**config.mk**
```make
export PLATFORM = sky130hd
export DESIGN_NAME = instr_loader
export DESIGN_NICKNAME = d
export VERILOG_FILES = /design/src/rtl/instr_loader_pkg.sv /design/src/rtl/instr_loader_byte_assembler.sv /design/src/rtl/instr_loader.sv
export SDC_FILE = /design/constraint.sdc
export NUM_CORES = 1
export LEC_CHECK = 0
export ABC_AREA = 1
export CAP_MARGIN = 20
export CELL_PAD_IN_SITES_DETAIL_PLACEMENT = 1
export CELL_PAD_IN_SITES_GLOBAL_PLACEMENT = 2
export CORE_ASPECT_RATIO = 1.75
export CORE_MARGIN = 10
export CORE_UTILIZATION = 30
export DETAILED_ROUTE_END_ITERATION = 10
export PLACE_DENSITY = 0.87
export SLEW_MARGIN = 15
export SYNTH_ARGS = -nofsm -noshare
export SYNTH_HDL_FRONTEND = slang
export SYNTH_SLANG_ARGS = --single-unit
```
**constraint.sdc**
```tcl
create_clock -name i_clk -period 2.88 [get_ports i_clk]
set_clock_uncertainty 0.1 [all_clocks]
set_input_delay 0.576 -clock i_clk [delete_from_list [all_inputs] [get_ports i_clk]]
set_output_delay 0.576 -clock i_clk [all_outputs]
set_load 0.05 [all_outputs]
```
**src/rtl/instr_loader_pkg.sv**
```systemverilog
// Shared CPU package: opcode constants, loader FSM encoding and the default
// program terminator word.
package instr_loader_pkg;

    localparam int unsigned BYTE_W = 8;
    localparam int unsigned OPC_W  = 6;

    localparam logic [31:0] HALT_WORD_DEFAULT = 32'hFFFF_FFFF;

    localparam logic [OPC_W-1:0] OPC_RTYPE = 6'h00;
    localparam logic [OPC_W-1:0] OPC_J     = 6'h02;
    localparam logic [OPC_W-1:0] OPC_JAL   = 6'h03;
    localparam logic [OPC_W-1:0] OPC_BEQ   = 6'h04;
    localparam logic [OPC_W-1:0] OPC_BNE   = 6'h05;
    localparam logic [OPC_W-1:0] OPC_ADDI  = 6'h08;
    localparam logic [OPC_W-1:0] OPC_LW    = 6'h23;
    localparam logic [OPC_W-1:0] OPC_SW    = 6'h2B;

    typedef enum logic [1:0] {
        ST_IDLE  = 2'd0,
        ST_RECV  = 2'd1,
        ST_WRITE = 2'd2,
        ST_DONE  = 2'd3
    } loader_state_e;

    function automatic logic [OPC_W-1:0] opcode_of(input logic [31:0] instr);
        return instr[31:26];
    endfunction

endpackage

```
**src/rtl/instr_loader_byte_assembler.sv**
```systemverilog
// Big-endian byte-to-word shift register; flags the byte that completes a word.
module byte_assembler
    import instr_loader_pkg::*;
#(
    parameter int unsigned NBITS = 32
) (
    input  logic              clk,
    input  logic              rst_n,
    input  logic              clear_i,
    input  logic [BYTE_W-1:0] byte_i,
    input  logic              valid_i,
    output logic [NBITS-1:0]  word_o,
    output logic              word_ready_c
);

    localparam int unsigned NBYTES = NBITS / BYTE_W;
    localparam int unsigned IDX_W  = (NBYTES > 1) ? $clog2(NBYTES) : 1;

    logic [IDX_W-1:0] idx_q, idx_d;
    logic [NBITS-1:0] word_q, word_d;
    logic             last_c;

    assign last_c       = (idx_q == IDX_W'(NBYTES - 1));
    assign word_ready_c = valid_i && !clear_i && last_c;
    assign word_o       = word_q;

    // First byte of a word ends up in the most significant lane.
    always_comb begin
        idx_d  = idx_q;
        word_d = word_q;
        if (clear_i) begin
            idx_d  = '0;
            word_d = '0;
        end else if (valid_i) begin
            word_d = {word_q[NBITS-BYTE_W-1:0], byte_i};
            idx_d  = last_c ? '0 : idx_q + IDX_W'(1);
        end
    end

    always_ff @(posedge clk or negedge rst_n) begin
        if (!rst_n) begin
            idx_q  <= '0;
            word_q <= '0;
        end else begin
            idx_q  <= idx_d;
            word_q <= word_d;
        end
    end

endmodule

```
**src/rtl/instr_loader.sv**
```systemverilog
// Serial program loader: assembles bytes into words, writes them into the
// instruction memory and holds the CPU in reset until the load finishes.
module instr_loader
    import instr_loader_pkg::*;
#(
    parameter int unsigned      NBITS     = 32,
    parameter int unsigned      ABITS     = 8,
    parameter logic [NBITS-1:0] HALT_WORD = NBITS'(HALT_WORD_DEFAULT)
) (
    input  logic              i_clk,
    input  logic              i_reset,
    input  logic              i_start,
    input  logic [BYTE_W-1:0] i_rx_data,
    input  logic              i_rx_valid,
    output logic              o_rx_ready,
    output logic              o_mem_we,
    output logic [ABITS-1:0]  o_mem_addr,
    output logic [NBITS-1:0]  o_mem_data,
    output logic              o_cpu_hold,
    output logic              o_done,
    output logic [ABITS:0]    o_word_count,
    output logic              o_overflow
);

    localparam logic [ABITS:0] CELDAS = (ABITS + 1)'(1 << ABITS);

    loader_state_e    state_q, state_d;
    logic [ABITS:0]   count_q, count_d;
    logic             ovf_q, ovf_d;
    logic             rx_ready_q, mem_we_q, hold_q, done_q;
    logic             asm_clear_c;
    logic             accept_c;
    logic             word_ready_c;
    logic [NBITS-1:0] asm_word;

    assign accept_c = i_rx_valid && rx_ready_q;

    byte_assembler #(
        .NBITS (NBITS)
    ) u_asm (
        .clk          (i_clk),
        .rst_n        (i_reset),
        .clear_i      (asm_clear_c),
        .byte_i       (i_rx_data),
        .valid_i      (accept_c),
        .word_o       (asm_word),
        .word_ready_c (word_ready_c)
    );

    // Next-state logic; count and overflow only change on load start or WRITE exit.
    always_comb begin
        state_d     = state_q;
        count_d     = count_q;
        ovf_d       = ovf_q;
        asm_clear_c = 1'b0;
        case (state_q)
            ST_IDLE: begin
                if (i_start) begin
                    state_d     = ST_RECV;
                    count_d     = '0;
                    ovf_d       = 1'b0;
                    asm_clear_c = 1'b1;
                end
            end
            ST_RECV: begin
                if (word_ready_c) begin
                    state_d = ST_WRITE;
                end
            end
            ST_WRITE: begin
                count_d = count_q + (ABITS + 1)'(1);
                if (asm_word == HALT_WORD) begin
                    state_d = ST_DONE;
                end else if (count_d == CELDAS) begin
                    ovf_d   = 1'b1;
                    state_d = ST_DONE;
                end else begin
                    state_d = ST_RECV;
                end
            end
            ST_DONE: begin
                state_d = ST_IDLE;
            end
            default: begin
                state_d = ST_IDLE;
            end
        endcase
    end

    // Outputs are decoded from the next state so each one comes straight off a flop.
    always_ff @(posedge i_clk or negedge i_reset) begin
        if (!i_reset) begin
            state_q    <= ST_IDLE;
            count_q    <= '0;
            ovf_q      <= 1'b0;
            rx_ready_q <= 1'b0;
            mem_we_q   <= 1'b0;
            hold_q     <= 1'b0;
            done_q     <= 1'b0;
        end else begin
            state_q    <= state_d;
            count_q    <= count_d;
            ovf_q      <= ovf_d;
            rx_ready_q <= (state_d == ST_RECV);
            mem_we_q   <= (state_d == ST_WRITE);
            hold_q     <= (state_d != ST_IDLE);
            done_q     <= (state_d == ST_DONE);
        end
    end

    assign o_rx_ready   = rx_ready_q;
    assign o_mem_we     = mem_we_q;
    assign o_mem_addr   = count_q[ABITS-1:0];
    assign o_mem_data   = asm_word;
    assign o_cpu_hold   = hold_q;
    assign o_done       = done_q;
    assign o_word_count = count_q;
    assign o_overflow   = ovf_q;

endmodule

```
==> results_dict.tcl, run 1 <==
set metrics [dict create \
    netlist_area_mm2 0.00238 \
    cts_made_buffers 5 \
    combPwrFrac 0.514 \
    clk_latency_ps 290 \
    dieArea_mm2 0.0121 \
    detail-route-antenna-nets 0 \
    hold_viol 0 \
    post_cts_resized 0 \
    row_count 43 \
    worst_slew_margin_rel 0.648 \
    whs_ps 126 \
    seq_power_share 0.308 \
    synthMuxAreaShare 0 \
    grt_max_degree 38 \
    fin_tns_setup_ps 0 \
    switching_power_mw 1.85 \
    rsz0062_at_grt "no" \
    cp_num_buf_inv 1 \
    internal-power_mw 1.97 \
    grt_pass1_vias 2353 \
    drt_iter0_drc 45 \
    synth_simple_gate_area_frac 0.221 \
    ir_worst_vdd_mv 0.594 \
    cp_slowest_cell "clkdlybuf4s50_1" \
    synth_cell_types 25 \
    wl_per_cell_um 16.9 \
    syn_inst 274 \
    outcome "finished, final reports clean" \
    chipWidth_um 87.4 \
    fin_util 0.411 \
    pwr_density_cell_mw_per_mm2 1180 \
    final_cell_mix "clkdlybuf4s50_1, dfrtp_1, inv_1, nand2_1, o22ai_1" \
    slew_viol_final 0 \
    io_pins 66 \
    clockRootBuffer "clkbuf_16" \
    yosysWarnings 0 \
    cp_top_family "buffers and inverters" \
    wirelength_um 7150 \
    yosys.area_share.xor_xnor 0 \
    synth_top_family_by_area "simple AND/OR/NAND/NOR gates" \
    core_area_mm2 0.00786 \
    synthAdderAreaFrac 0.0157 \
    vias_per_cell 5.00 \
    drive_above_1_share 0.105 \
    crit_fanout 8 \
    postPlaceCellArea_mm2 0.00306 \
    syn-num-nets 289 \
    power_frac_clock 0.178 \
    overflow 0 \
    antenna_cells 0 \
    mostFrequentLayoutCell "clkdlybuf4s50_1" \
    synth_compound_area_frac 0.115 \
    tightest_slew_ps 527 \
    slowest_delay_ps 870 \
    antenna_found_initial 0 \
    fin_crit_ps 2350 \
    hold_buffers 0 \
    final_nets 349 \
    start_kind "register" \
    holdCritPathClass "in -> async" \
    clock_path_buffers 2 \
    swShare 0.484 \
    place_hpwl_um 5580 \
    first_pass_iters 4 \
    setup_viol 0 \
    required_ps 2200 \
    ys_ff_latch 50 \
    syn_area_per_cell_um2 8.70 \
    final_area_mm2 0.00323 \
    portBuffers 65 \
    cts_setup_buffers 0 \
    clock.fmax_mhz 425 \
    cap_violations 0 \
    via_count 2121 \
    area_growth_pct 35.5 \
    finalWeightedCongestion 0.741 \
    grt_first_pass_wirelength_um 11900 \
    path_clk_slew_ps 60 \
    crit_chain "clkdlybuf4s50_1" \
    period_share 0.817 \
    start_util 0.304 \
    cp-end-kind "output pin" \
    drc 0 \
    synth.yosys.seq_area_share 0.525 \
    htreeDepth 2 \
    grt_usage 0.125 \
    worst-setup-path-type "reg -> out" \
    clock_sinks 50 \
    fp.dieH_um 138 \
    leakage_nw 1.41 \
    worstPathArrival_ps 1680 \
    cts_tree "built" \
]
Yosys cell counts:
master	count	area share
a32o_1	1	0.0042
inv_4	1	0.0026
o21a_1	1	0.0031
nor3_1	9	0.019
nor2_1	10	0.016
nand3_4	1	0.0073
nand2_1	45	0.071
nand3_1	23	0.048
buf_4	10	0.031
nand3_2	2	0.0084
o21ai_0	14	0.029
ha_1	3	0.016
o31ai_1	1	0.0031
nand4_1	3	0.0079
o22ai_1	25	0.066
nand2_4	1	0.0047
o21ai_1	2	0.0042
nor2_2	8	0.021
a21oi_1	1	0.0021
dfrtp_1	50	0.52
nand2_2	7	0.018
buf_2	4	0.0084
inv_1	47	0.074
inv_2	4	0.0063
a21oi_2	1	0.0037
metal layers:
layer | track usage | vias to the layer above | wire length, um
li1 | - | 1001 | -
met3 | 0.0500 | 8 | 635
met2 | 0.224 | 61 | 3770
met5 | 0 | - | 0
met4 | 0.0436 | 0 | 131
met1 | 0.126 | 1051 | 2620
per-stage QoR:
step | worst slack (ps) | instances | total power, mW
4_1_cts | 494 | 424 | 3.88
6_report | 528 | 424 | 3.82
3_5_place_dp | 512 | 417 | 3.17
5_1_grt | 470 | 424 | 4.03
3_3_place_gp | 590 | 417 | 3.14
2_1_floorplan | 976 | 274 | 2.46
registers in the layout (all words and copies together) (netlist names):
register      cells
o_rx_ready        1
o_mem_we          1
u_asm.word_o     32
state_q           2
o_word_count      9
u_asm.idx_q       2
o_done            1
o_cpu_hold        1
o_overflow        1
kinds of logic after synthesis:
logic type | Yosys count
simple gates | 109
buf+inv | 66
flops | 50
compound gates | 46
fa+ha+maj | 3
final cells by class:
class                      instances  area [um2]
fill                             945        4620
timing repair buffer              67         661
clock buffer                       6         139
sequential                        50        1250
inverter                          52         198
multi-input combinational        158         841
tap                               90         113
clock inverter                     1        30.0
power groups by stage:
| stage | Sequential [mW] | Combinational (mW) | Clock (mW) |
|---|---|---|---|
| after CTS | 1.18 | 2.00 | 0.694 |
| final | 1.18 | 1.96 | 0.680 |
| after global placement | 1.18 | 1.96 | 0 |
| after global routing | 1.22 | 2.09 | 0.719 |
| after detailed placement | 1.19 | 1.98 | 0 |
| after floorplan | 1.96 | 0.500 | 0 |
final timing paths:
kind | from | end | slack (ps) | cells past startpoint
max | o_word_count[0] | o_mem_addr[0] | 530 | 1
min | i_reset | u_asm.word_o[6] | 130 | 1
max reg2reg | o_word_count[0] | o_rx_ready | 1030 | 10
min reg2reg | u_asm.idx_q[0] | u_asm.idx_q[0] | 410 | 1
max in group asynchronous | i_reset | o_word_count[1] | 1940 | 2
min in group i_clk | u_asm.idx_q[0] | u_asm.idx_q[0] | 410 | 1
No activity file was read; power rests on OpenSTA's default activity.
==> run 2: changes to the inputs <==
--- a/config.mk
+++ b/config.mk
@@ -11,9 +11,9 @@
 export CELL_PAD_IN_SITES_GLOBAL_PLACEMENT = 2
 export CORE_ASPECT_RATIO = 1.75
 export CORE_MARGIN = 10
-export CORE_UTILIZATION = 30
+export CORE_UTILIZATION = 25
 export DETAILED_ROUTE_END_ITERATION = 10
-export PLACE_DENSITY = 0.87
+export PLACE_DENSITY = 0.77
 export SLEW_MARGIN = 15
 export SYNTH_ARGS = -nofsm -noshare
 export SYNTH_HDL_FRONTEND = slang
==> constraint.sdc (replaced) <==
create_clock -name i_clk -period 2.1 [get_ports i_clk]
set_clock_uncertainty 0.1 [all_clocks]
set_input_delay 0.42 -clock i_clk [delete_from_list [all_inputs] [get_ports i_clk]]
set_output_delay 0.42 -clock i_clk [all_outputs]
set_load 0.05 [all_outputs]
==> results_dict.tcl, run 2 (synthesis gave the netlist of run 1 again) <==
set metrics [dict create \
    outcome "finished, final reports clean" \
    cts_setup_buffers 0 \
    clock_sinks 50 \
    drc 0 \
    regArea_mm2 0.00125 \
    fp.dieH_um 149 \
    wl_met3_um 458 \
    place_hpwl_um 5860 \
    switching_power_mw 2.56 \
    io_pins 66 \
    wl_met2_um 4100 \
    crit_fanout 3 \
    worst-setup-path-type "reg -> out" \
    area_growth_pct 34.5 \
    grt_max_degree 38 \
    ir_worst_vdd_mv 0.701 \
    multi_input_area_um2 841 \
    via_count 2092 \
    wirelength_um 7450 \
    required_ps 1580 \
    fin_util 0.341 \
    drive_above_1_share 0.247 \
    cts_tree "built" \
    slowest_delay_ps 830 \
    final_cell_mix "dfrtp_1, buf_4, inv_1, nand2_1, o22ai_1" \
    fillers 1148 \
    grt_first_pass_wirelength_um 12100 \
    start_kind "register" \
    crit_chain "clkdlybuf4s50_1" \
    final_area_mm2 0.00321 \
    grt_usage 0.110 \
    cts_made_buffers 5 \
    detail-route-antenna-nets 0 \
    finalWeightedCongestion 0.754 \
    cp_top_family "buffers and inverters" \
    clock_path_buffers 2 \
    rsz0062_at_grt "no" \
    hold_viol 0 \
    mostFrequentLayoutCell "dfrtp_1" \
    cp-end-kind "output pin" \
    largest_reg_flops 32 \
    portBuffers 65 \
    fin_tns_setup_ps 0 \
    postPlaceCellArea_mm2 0.00305 \
    swShare 0.505 \
    placed_cells 453 \
    holdCritPathClass "reg -> reg" \
    combPwrFrac 0.523 \
    core_area_mm2 0.00941 \
    highest_layer "met4" \
    fin_crit_ps 2020 \
    path_clk_slew_ps 70 \
    row_count 47 \
    leakage_nw 1.52 \
    clockRootBuffer "clkbuf_16" \
    clk_latency_ps 290 \
    power_frac_clock 0.160 \
    first_pass_iters 4 \
    drt_iter0_drc 63 \
    cp_slowest_cell "clkdlybuf4s50_1" \
    seq_power_share 0.317 \
    cp_num_buf_inv 1 \
    chipWidth_um 93.8 \
    grt_pass1_vias 2258 \
    total_power_mw 5.08 \
    start_util 0.253 \
    vias_per_cell 4.53 \
    final_nets 354 \
    fin_cells 462 \
    worst_slew_margin_rel 0.653 \
    worstPathArrival_ps 1500 \
    tightest_slew_ps 519 \
    clock.fmax_mhz 494 \
    dieArea_mm2 0.0140 \
    htreeDepth 2 \
    internal-power_mw 2.51 \
    setup_viol 0 \
    antenna_found_initial 0 \
    cap_violations 0 \
    pwr_density_cell_mw_per_mm2 1580 \
    overflow 0 \
    antenna_cells 0 \
    slew_viol_final 0 \
    wl_met1_um 2790 \
    wl_per_cell_um 16.1 \
    period_share 0.964 \
]
[run 2: worst paths after layout]
path,slack [ps],end,cells after the start,startpoint
setup / recovery,80,o_mem_data[0],1,u_asm.word_o[0]
hold / removal,400,u_asm.idx_q[0],1,u_asm.idx_q[0]
setup reg to reg,340,o_rx_ready,10,o_word_count[0]
hold reg to reg,400,u_asm.idx_q[0],1,u_asm.idx_q[0]
max in group asynchronous,850,u_asm.word_o[4],3,i_reset
min in group asynchronous,520,o_word_count[6],2,i_reset
[run 2: layer usage]
layer,global-route usage,vias to the layer above
met5,0,-
met4,0.0366,0
met3,0.0378,9
met2,0.208,49
met1,0.106,1020
li1,-,1014
[run 2: power groups by stage]
stage                     clock, mW  combinational, mW  sequential, mW
final                         0.813               2.66            1.61
after global routing          0.892               2.86            1.66
after CTS                     0.852               2.71            1.62
after detailed placement          0               2.70            1.63
after global placement            0               2.67            1.63
after floorplan                   0              0.686            2.68
[run 2: area by class of cell]
| class | instances | area share |
|---|---|---|
| clock buffer | 5 | 0.0390 |
| inverter | 52 | 0.0616 |
| clock inverter | 3 | 0.00663 |
| tap | 122 | 0.0476 |
| multi-input combinational | 158 | 0.262 |
| sequential | 50 | 0.390 |
| timing repair buffer | 72 | 0.193 |
[run 2: repair_timing]
item                       4_1_cts  5_1_grt
resized for setup                0        1
setup endpoints to repair        0        1
hold endpoints to repair        18        0
hold buffers                     1        0
[run 2: stage by stage]
step           setup slack (ps)  hold WS [ps]
2_1_floorplan               196          24.4
3_3_place_gp                212           303
3_5_place_dp                138           305
4_1_cts                    30.9           400
5_1_grt                    2.74           421
6_report                   75.6           402
==> run 3: changes to the inputs <==
--- a/config.mk
+++ b/config.mk
@@ -11,8 +11,10 @@
 export CELL_PAD_IN_SITES_GLOBAL_PLACEMENT = 2
 export CORE_ASPECT_RATIO = 1.75
 export CORE_MARGIN = 10
-export CORE_UTILIZATION = 25
+export CORE_UTILIZATION = 33
 export DETAILED_ROUTE_END_ITERATION = 10
+export DONT_BUFFER_PORTS = 1
+export GPL_TIMING_DRIVEN = 0
 export PLACE_DENSITY = 0.77
 export SLEW_MARGIN = 15
 export SYNTH_ARGS = -nofsm -noshare
==> results_dict.tcl, run 3 (synthesis gave the netlist of run 1 again) <==
set metrics [dict create \
    grt_max_degree 51 \
    pwr_density_cell_mw_per_mm2 1720 \
    fp.dieH_um 132 \
    overflow 0 \
    worstPathArrival_ps 2010 \
    setup_viol 0 \
    drc 0 \
    total_power_mw 4.66 \
    timing.final.ws_setup_ps 153 \
    cts_made_buffers 5 \
    final_cell_mix "inv_1, nand2_1, dfrtp_1, o22ai_1, nand3_1" \
    antenna_cells 0 \
    worst-setup-path-type "reg -> reg" \
    drive_above_1_share 0.187 \
    row_count 41 \
    hold_viol 0 \
    finalWeightedCongestion 0.738 \
    crit_fanout 10 \
    start_kind "register" \
    clock.fmax_mhz 514 \
    clockRootBuffer "clkbuf_16" \
    place_hpwl_um 5540 \
    slew_viol_final 0 \
    htreeDepth 2 \
    clk_latency_ps 290 \
    grt_usage 0.133 \
    antenna_found_initial 0 \
    cap_violations 0 \
    path_clk_slew_ps 70 \
    mostFrequentLayoutCell "inv_1" \
    required_ps 2160 \
    wirelength_um 7180 \
    leakage_nw 1.23 \
    portBuffers 0 \
    final_nets 298 \
    start_util 0.334 \
    detail-route-antenna-nets 0 \
    postPlaceCellArea_mm2 0.00249 \
    fin_cells 370 \
    power_frac_clock 0.201 \
    worst_slew_margin_rel 0.590 \
    largest_reg_flops 32 \
    combPwrFrac 0.196 \
    drt_iter0_drc 71 \
    swShare 0.536 \
    chipWidth_um 84.3 \
    first_pass_iters 4 \
    grt_pass1_vias 2166 \
    core_area_mm2 0.00713 \
    tightest_slew_ps 615 \
    switching_power_mw 2.50 \
    fin_crit_ps 1950 \
    rsz0062_at_grt "no" \
    ir_worst_vdd_mv 0.845 \
    grt_first_pass_wirelength_um 11800 \
    placed_cells 360 \
    wl_per_cell_um 19.4 \
    vias_per_cell 5.09 \
    dieArea_mm2 0.0112 \
    period_share 0.927 \
    cp-end-kind "register" \
    area_growth_pct 13.6 \
    final_area_mm2 0.00271 \
    dp_slack_ps -142 \
    outcome "finished, final reports clean" \
    cts_tree "built" \
    internal-power_mw 2.16 \
    via_count 1884 \
    seq_power_share 0.603 \
    clock_path_buffers 2 \
    io_pins 66 \
    clock_sinks 50 \
    holdCritPathClass "in -> reg" \
]
-- run 3: changes by cell type in the layout (fill, tap and decap cells not counted), moves of 3 or more --
cell and change:
clkdlybuf4s50_1 -19, buf_2 +3, dfrtp_1 -6, buf_4 -38
dfrtp_2 +4
-- run 3: per-stage QoR --
step | hold slack, ps | TNS, ps | util
6_report | 175 | 0 | 0.380
5_1_grt | 180 | 0 | 0.380
4_1_cts | 169 | 0 | 0.378
3_5_place_dp | 26.5 | -480 | 0.350
3_3_place_gp | 26.2 | -288 | 0.350
2_1_floorplan | 24.4 | 0 | -
-- run 3: routing by layer --
layer / vias to the layer above / global-route usage / share of wire
met5: - / 0 / 0
met4: 0 / 0.0449 / 0.015
met3: 7 / 0.0701 / 0.11
met2: 62 / 0.241 / 0.55
met1: 915 / 0.121 / 0.32
li1: 900 / - / -
-- run 3: what timing repair did --
item / CTS / global route
hold buffers: 2 / 0
buffers inserted: 0 / 0
gates resized for setup: 2 / 6
endpoints found under the hold margin: 50 / 0
endpoints found under the setup margin: 5 / 5
-- run 3: final cells by class --
type                    count  area (um2)
fillers                   878        4420
flip-flops and latches     50        1260
multi-input cells         158         841
inverters                  52         198
clock buffers               6         129
well taps                  86         108
plain buffers              14        95.1
clock inverters             2        37.5
repair buffers              2        37.5
-- run 3: final timing paths --
kind / startpoint / end / slack (ps) / cells after the start
setup / recovery: o_rx_ready / u_asm.word_o[10] / 150 / 4
hold / removal: i_rx_data[7] / u_asm.word_o[7] / 170 / 2
setup reg to reg: o_rx_ready / u_asm.word_o[10] / 150 / 4
min in group asynchronous: i_reset / o_word_count[7] / 550 / 2
max in group asynchronous: i_reset / o_word_count[0] / 1090 / 2
hold reg to reg: u_asm.idx_q[0] / u_asm.idx_q[0] / 420 / 1
-- run 3: critical path: stages (launching register included) --
cell	delay [ps]
dfrtp_1	710
nand2_1	390
nand2_4	240
buf_2	260
o22ai_1	120
-- run 3: power by group through the flow --
stage | Sequential [mW] | Clock (mW) | Combinational (mW)
after CTS | 2.83 | 0.958 | 0.940
after global placement | 2.84 | 0 | 0.873
after detailed placement | 2.85 | 0 | 0.905
final | 2.81 | 0.936 | 0.914
after global routing | 2.89 | 0.992 | 1.07
after floorplan | 2.68 | 0 | 0.686
